==> src/rtl/nf10_eee_lpi_scheduler.sv <==
// nf10_eee_lpi_scheduler
// 802.3az low-power-idle sequencer for one 10G TX path. Sits in the AXI4-Stream
// path as a zero-latency gate: traffic passes straight through in ACTIVE and is
// held off (tready=0) while the link sleeps, idles or wakes.
// Optional build macro: EEE_LPI_STATS_EN enables the lpi_cycles / lpi_entries
// counters; without it both ports are tied to zero.
module nf10_eee_lpi_scheduler #(
    parameter int C_DATA_WIDTH  = 256,
    parameter int C_TUSER_WIDTH = 128,
    parameter int IDLE_CYCLES   = 64,
    parameter int TS_CYCLES     = 461,
    parameter int TW_CYCLES     = 6349
) (
    input  logic                       axi_aclk,
    input  logic                       axi_reset,

    input  logic [C_DATA_WIDTH-1:0]    s_axis_tdata,
    input  logic [C_DATA_WIDTH/8-1:0]  s_axis_tstrb,
    input  logic [C_TUSER_WIDTH-1:0]   s_axis_tuser,
    input  logic                       s_axis_tvalid,
    input  logic                       s_axis_tlast,
    output logic                       s_axis_tready,

    output logic [C_DATA_WIDTH-1:0]    m_axis_tdata,
    output logic [C_DATA_WIDTH/8-1:0]  m_axis_tstrb,
    output logic [C_TUSER_WIDTH-1:0]   m_axis_tuser,
    output logic                       m_axis_tvalid,
    output logic                       m_axis_tlast,
    input  logic                       m_axis_tready,

    input  logic                       lpi_en,
    output logic                       tx_lpi,
    output logic [1:0]                 lpi_state,
    output logic [31:0]                lpi_cycles,
    output logic [15:0]                lpi_entries
);

    typedef enum logic [1:0] {
        ST_ACTIVE = 2'b00,
        ST_SLEEP  = 2'b01,
        ST_LPI    = 2'b10,
        ST_WAKE   = 2'b11
    } state_t;

    localparam logic [15:0] IDLE_TH = 16'(IDLE_CYCLES - 1);
    localparam logic [15:0] TS_LAST = 16'(TS_CYCLES - 1);
    localparam logic [15:0] TW_LAST = 16'(TW_CYCLES - 1);

    state_t      state, state_nxt;
    logic [15:0] timer;
    logic [15:0] idle_cnt;
    logic        in_pkt;
    logic        wake_pend;
    logic        active;
    logic        wake_req;
    logic        beat_acc;

    assign active   = (state == ST_ACTIVE);
    assign wake_req = s_axis_tvalid | ~lpi_en;
    assign beat_acc = active & s_axis_tvalid & m_axis_tready;

    // Data fields always mirror upstream; only the handshake is gated by state.
    assign m_axis_tdata  = s_axis_tdata;
    assign m_axis_tstrb  = s_axis_tstrb;
    assign m_axis_tuser  = s_axis_tuser;
    assign m_axis_tlast  = s_axis_tlast;
    assign m_axis_tvalid = active & s_axis_tvalid;
    assign s_axis_tready = active & m_axis_tready;

    // PHY request and software view are pure decodes of the state register.
    assign tx_lpi    = (state == ST_SLEEP) || (state == ST_LPI);
    assign lpi_state = state;

    // Next-state: entry only between packets; SLEEP always runs its full length.
    always_comb begin
        state_nxt = state;
        case (state)
            ST_ACTIVE: if (lpi_en && !s_axis_tvalid && !in_pkt && idle_cnt >= IDLE_TH)
                           state_nxt = ST_SLEEP;
            ST_SLEEP:  if (timer == TS_LAST)
                           state_nxt = (wake_pend || wake_req) ? ST_WAKE : ST_LPI;
            ST_LPI:    if (wake_req)
                           state_nxt = ST_WAKE;
            ST_WAKE:   if (timer == TW_LAST)
                           state_nxt = ST_ACTIVE;
            default:   state_nxt = ST_ACTIVE;
        endcase
    end

    // State register.
    always_ff @(posedge axi_aclk) begin
        if (axi_reset) state <= ST_ACTIVE;
        else           state <= state_nxt;
    end

    // Dwell timer: restarts on every state change, only advances in timed states.
    always_ff @(posedge axi_aclk) begin
        if (axi_reset || state_nxt != state)
            timer <= '0;
        else if (state == ST_SLEEP || state == ST_WAKE)
            timer <= timer + 16'd1;
    end

    // Idle counter: held at zero outside ACTIVE so every ACTIVE entry starts fresh.
    always_ff @(posedge axi_aclk) begin
        if (axi_reset || !active || s_axis_tvalid || in_pkt)
            idle_cnt <= '0;
        else if (idle_cnt != 16'hFFFF)
            idle_cnt <= idle_cnt + 16'd1;
    end

    // Packet-boundary tracker so LPI entry never lands mid-packet.
    always_ff @(posedge axi_aclk) begin
        if (axi_reset)     in_pkt <= 1'b0;
        else if (beat_acc) in_pkt <= ~s_axis_tlast;
    end

    // Remembers a wake request seen early in SLEEP so LPI is skipped afterwards.
    always_ff @(posedge axi_aclk) begin
        if (axi_reset || (active && state_nxt == ST_SLEEP))
            wake_pend <= 1'b0;
        else if (state == ST_SLEEP && wake_req)
            wake_pend <= 1'b1;
    end

`ifdef EEE_LPI_STATS_EN
    logic [31:0] lpi_cycles_q;
    logic [15:0] lpi_entries_q;

    // Statistics: saturating LPI residency, wrapping entry count; reset-only clear.
    always_ff @(posedge axi_aclk) begin
        if (axi_reset) begin
            lpi_cycles_q  <= '0;
            lpi_entries_q <= '0;
        end else begin
            if (state == ST_LPI && lpi_cycles_q != 32'hFFFF_FFFF)
                lpi_cycles_q <= lpi_cycles_q + 32'd1;
            if (active && state_nxt == ST_SLEEP)
                lpi_entries_q <= lpi_entries_q + 16'd1;
        end
    end

    assign lpi_cycles  = lpi_cycles_q;
    assign lpi_entries = lpi_entries_q;
`else
    assign lpi_cycles  = '0;
    assign lpi_entries = '0;
`endif

endmodule

==> config.mk <==
export PLATFORM = sky130hd
export DESIGN_NAME = nf10_eee_lpi_scheduler
export DESIGN_NICKNAME = d
export VERILOG_FILES = /design/src/rtl/nf10_eee_lpi_scheduler.sv
export SDC_FILE = /design/constraint.sdc
export NUM_CORES = 1
export LEC_CHECK = 0
export CORE_AREA = 2 2 343 345
export CTS_BUF_LIST = sky130_fd_sc_hd__clkbuf_4 sky130_fd_sc_hd__clkbuf_8
export DETAILED_ROUTE_END_ITERATION = 8
export DIE_AREA = 0 0 345 347
export PLACE_DENSITY = 0.3
export SETUP_SLACK_MARGIN = 0.15
export SLEW_MARGIN = 20
export SYNTH_ARGS = -nofsm -noshare
export SYNTH_HDL_FRONTEND = slang
export SYNTH_SLANG_ARGS = --single-unit
==> constraint.sdc <==
create_clock -name axi_aclk -period 2.9 [get_ports axi_aclk]
set_input_delay 0.435 -clock axi_aclk [delete_from_list [all_inputs] [get_ports axi_aclk]]
set_output_delay 0.435 -clock axi_aclk [all_outputs]
set_load 0.01 [all_outputs]
---- Word level (Yosys, flattened, before mapping) ----
Index checks and enable logic that the tools add are counted.
storage, ports and cells
  bits in registers ....................... 36
  output and inout bits ................... 470
cells by class
  order comparisons ....................... 1
  bitwise operators ....................... 6
  multiplexer cells ....................... 6
  equal/unequal tests ..................... 8
  $add $sub $neg .......................... 2
  reduce and logical (&&, ||, !) cells .... 17
operators by type and width
  kind                                                                                   count
  16-bit by 1-bit adder with 16-bit output (second input constant)                       2
  16-bit by 13-bit == test with 1-bit output (second input constant)                     1
  16-bit by 9-bit == test with 1-bit output (second input constant)                      1
  16-bit by 6-bit greater-or-equal comparator with 1-bit output (second input constant)  1
  16-bit inequality test (second input constant)                                         1
  1-bit logical OR                                                                       8
  2-bit two-way mux                                                                      4
  2-bit case mux with 4 select lines                                                     1
  1-bit logical AND                                                                      5
  2-bit by 1-bit == test with 1-bit output (second input constant)                       2
  2-bit == test (second input constant)                                                  2
  1-bit bitwise AND                                                                      3
  1-bit zero test                                                                        3
  2-bit zero test                                                                        1
  2-bit inequality test                                                                  1
  1-bit inverter                                                                         2
  1-bit two-way mux                                                                      1
  1-bit OR                                                                               1

---- Longest topological paths before layout ----
  word-level depth ........................ 9
  depth in mapped cells ................... 9
  depth with buffers taken out ............ 8

---- Worst setup path after synthesis ----
No wires, ideal clock.
  path kind ............................... reg2reg
  from .................................... reg state[0], in the netlist lpi_state[0]
  to ...................................... reg timer[13]
  path slack .............................. 0.809 ns
  stages on the path, launching flop included .. 9
  period minus slack after synthesis ...... 2.091 ns
  arrival ................................. 1.976 ns
  data required time ...................... 2.785 ns
  path through ............................ dfxtp_1 inv_1 ha_1 inv_1 a2111oi_1 a21oi_1 o211ai_2 buf_6 nor2_2
between the ends
  word-level cells in the longest chain between the ends .. 4
  elaborated cells on any way between the ends .. 12
  those cells by class .................... 4 x eq/ne; 5 x mux; 3 x reduce/logical
ends and longest elaborated chain
  item                                   RTL line  source
  start, declared                        49        state_t state, state_nxt;
  start signal, assigned                 93        else state <= state_nxt;
  2-bit == test (tied with other cells)  77, 100
  2-bit case mux with 4 select lines     77        case (state)
  2-bit inequality test                  98        if (axi_reset || state_nxt != state)
  1-bit logical OR                       98
  end signal, assigned                   101       timer <= timer + 16'd1;
  end, declared                          50        logic [15:0] timer;
Several ways; a longest one is shown, not always the timed one.
A chain may end at the register's enable or synchronous reset.

---- Worst setup path after layout ----
  from .................................... reg timer[0]
  to ...................................... reg timer[2]
between the ends
  word-level cells in the longest chain between the ends .. 5
  elaborated cells on any way between the ends .. 8
  those cells by class .................... 1 x add/sub; 3 x eq/ne; 3 x mux; 1 x reduce/logical
ends and longest elaborated chain
  item                                                                                                     RTL line
  16-bit by 13-bit == test with 1-bit output or 16-bit by 9-bit == test with 1-bit output (tied branches)  84, 80
  2-bit two-way mux, on equally long branches                                                              84, 80
  2-bit case mux with 4 select lines                                                                       77
  2-bit inequality test                                                                                    98
  1-bit logical OR                                                                                         98
Several ways; a longest one is shown, not always the timed one.

==> key figures <==
Critical path
  – Startpoint Class: flip-flop
  – WP data required: 3.08 ns
  – Crit Path Class: reg2reg
  – Critical path's slowest cell: a2111oi_2
  – Cell chain of the critical path: inv_1 > ha_1 > nor4b_1 > nand4_1 > a2111oi_2 > o41ai_2 > o211ai_2 > buf_4 > nor2_1
  – Worst Path Max Fanout: 16
  – Crit path largest cell delay: 0.50 ns
  – Critical path data arrival time: 2.58 ns
  – Critical Path Sink Type: flip-flop

Power
  – Gate power share: 7.0%
  – Clock power share: 38.5%
  – Sw Ratio: 26.2%
  – Sw Pwr: 0.000240 W
  – Sequential cell fraction of total power: 54.5%
  – Worst IR Drop VDD: 0.157 mV
  – Power Density: 221 mW/mm^2
  – Static leakage: 0.909 nW
  – Internal Power: 0.000676 W

Die
  – Die Height: 347 um
  – Row cnt: 125
  – Initial Util: 4.64%
  – Ports: 892
  – Die X: 345 um
  – Full die area: 0.120 sq mm
  – Core Area: 0.116 sq mm

Cells and area
  – Reg area: 721 sq um
  – Share of cells above drive strength 1: 10.1%
  – Antenna diode count: 0
  – Area growth syn-to-layout: -22.8%
  – Fillers: 13800
  – Final instance area: 0.00415 sq mm
  – Fin util: 3.58%
  – Multi-input logic area: 0.00128 sq mm
  – Final nets: 706

Yosys
  – Yosys top cell area share: 65.0%
  – Post-synthesis simple-gate area fraction: 10.5%
  – Largest family of logic cells by synthesized area: buffers and inverters
  – Synth unique cells: 49
  – Post-synth EDFFs: 0
  – Area of the mapped netlist: 0.00537 sq mm
  – Synth Area in XOR/XNOR: 3.92%
  – Synth Flop Type: dfxtp_1
  – Asr flop ratio synth: 0%
  – Most common cell in the netlist: buf_4
  – Avg Cell Area, Syn: 7.92 sq um
  – Largest cells by area after synthesis: buf_4, dfxtp_1, xor2_1
  – Mux cell area share after synthesis: 0.373%
  – #FFs+latches synth: 36
  – Post-synth top area cell: buf_4
  – Synth cell count leaders: buf_4, dfxtp_1, nor2_1
  – Syn Inst Count: 678
  – Compound-Gate Fraction of Synth Area: 3.96%
  – Synth Warn #: 0
  – Synthesized-area fraction occupied by adder cells: 1.86%
  – Register area share after synthesis: 13.4%

STA
  – Fmax: 416 MHz
  – Tightest Pin Transition: 0.522 ns
  – Max Slew Vio Count: 0
  – Worst slew margin: 64.9%
  – Hold Slack: 0.501 ns
  – Final hold vios: 0
  – Period utilisation layout: 82.9%
  – Final number of setup-violating endpoints: 0
  – RSZ-0062 raised after global routing: no
  – Setup Total Neg Slack: 0 ns
  – Fin crit period: 2.40 ns
  – Setup Skew: 0.0146 ns

Placed design
  – IO Port Bufs: 11
  – Placed cell areas: 0.00406 sq mm
  – GPL Wtd Cong: 0.690
  – HPWL after DPL: 33.7 mm

CTS
  – Clock Sink Count: 36
  – Total CTS buffers: 5
  – Clk_lat worst skew: 0.29 ns
  – CTS Hold Bufs: 0
  – Htree depth: 2
  – Clk slew on worst S/H paths: 0.08 ns
  – CTS tree: done
  – Root Driver: clkbuf_8
  – Clock Path Buffers: 2
  – Postcts setup bufs: 0
  – Total of cells resized after clock tree synthesis: 0

Global routing
  – GRT overflow: 0
  – Largest net degree at the start of global routing: 17
  – Vias in the first global route: 2294
  – First-pass GRT wire length: 40.8 mm
  – Initial antenna violation count: 0
  – GRT Overall Usage: 5.66%

Worst hold path
  – Hold WC Path Type: reg2reg

Drt
  – DR vias: 2400
  – DRC Markers: 0
  – Drt first pass iters: 6
  – Via-per-instance ratio: 1.33
  – Wire per inst: 20.1 um
  – Routed WL: 36.2 mm
  – Antenna Nets Post-Route: 0
  – Iteration-0 DRC Markers: 103

Status
  – Status: finished clean

Run
  – Max-cap violations: 0
power groups by stage:
stage | logic, W | registers [W] | clock network (W)
after floorplan | 0.000686 | 0.000510 | 0
after global placement | 0.0000623 | 0.000510 | 0
after detailed placement | 0.0000629 | 0.000511 | 0
after CTS | 0.0000630 | 0.000499 | 0.000368
after global routing | 0.0000708 | 0.000500 | 0.000388
final | 0.0000639 | 0.000499 | 0.000353
cell families after synthesis:
kind of cell / count (synthesis)
other: 1
buffers and inverters: 476
and+or+nand+nor: 102
DFF: 36
adders and majority gates: 8
xor gates and xnor gates: 24
AOI/OAI and AO/OA: 29
muxes: 2
flip-flops by register name, indices dropped and copies added (netlist names):
signal and count:
idle_cnt 16, timer 16, lpi_state 2, in_pkt 1, wake_pend 1
cell type report:
cell class | count | share of cell area (%)
Tap cell | 1524 | 46.0
Clock buffer | 5 | 1.66
Multi-Input combinational cell | 213 | 31.0
Clock inverter | 2 | 0.302
Timing Repair Buffer | 13 | 3.02
Sequential cell | 36 | 17.4
Inverter | 7 | 0.634
per-layer routing:
layer,global-route usage [%],up-vias,part of all wire [%]
met5,0,-,0
met4,2.57,0,5.0
met3,11.5,137,42
met2,8.76,531,44
met1,1.28,902,9.1
li1,-,830,-
metrics by stage:
stage | instances | worst slack [ns] | power (W)
after floorplan | 725 | 0.809 | 0.00120
after global placement | 1793 | 0.515 | 0.000573
after detailed placement | 1793 | 0.470 | 0.000574
after CTS | 1800 | 0.453 | 0.000930
after global routing | 1800 | 0.211 | 0.000958
final | 1800 | 0.496 | 0.000916
placed cells by master (no fill, tap or decap), drive strengths merged, types with 2 or more instances in the layout:
cell type | Yosys | routed
a311oi | 3 | 3
and4 | 5 | 5
nand2 | 15 | 15
o211ai | 2 | 2
nand2b | 2 | 2
inv | 7 | 7
xor2 | 16 | 16
ha | 8 | 8
a21oi | 6 | 6
nor4 | 2 | 2
nand4 | 9 | 9
nor3 | 2 | 2
and3 | 7 | 7
o21ai | 8 | 8
or4 | 3 | 3
a211oi | 2 | 2
nand3 | 10 | 10
clkbuf | 3 | 5
and2 | 2 | 2
clkdlybuf4s50 | 0 | 11
buf | 466 | 2
dfxtp | 36 | 36
mux2i | 2 | 2
conb | 1 | 48
a2111oi | 2 | 2
nor2 | 37 | 37
xnor2 | 8 | 8
worst paths after layout:
kind	start	end	slack (ns)	cells after the start
hold / removal	idle_cnt[4]	idle_cnt[4]	0.50	1
setup reg to reg	timer[0]	timer[2]	0.50	9
hold reg to reg	idle_cnt[4]	idle_cnt[4]	0.50	1
setup / recovery	timer[0]	timer[2]	0.50	9
worst max-delay path: cells and delay by family (launching register included):
family                     cells  cell delay, ns
AOI/OAI and AO/OA              3            0.70
adders and majority gates      1            0.15
buffers and inverters          2            0.36
DFF                            1            0.33
and+or+nand+nor                3            0.74
Note: power is estimated with default switching activity, not from simulation.
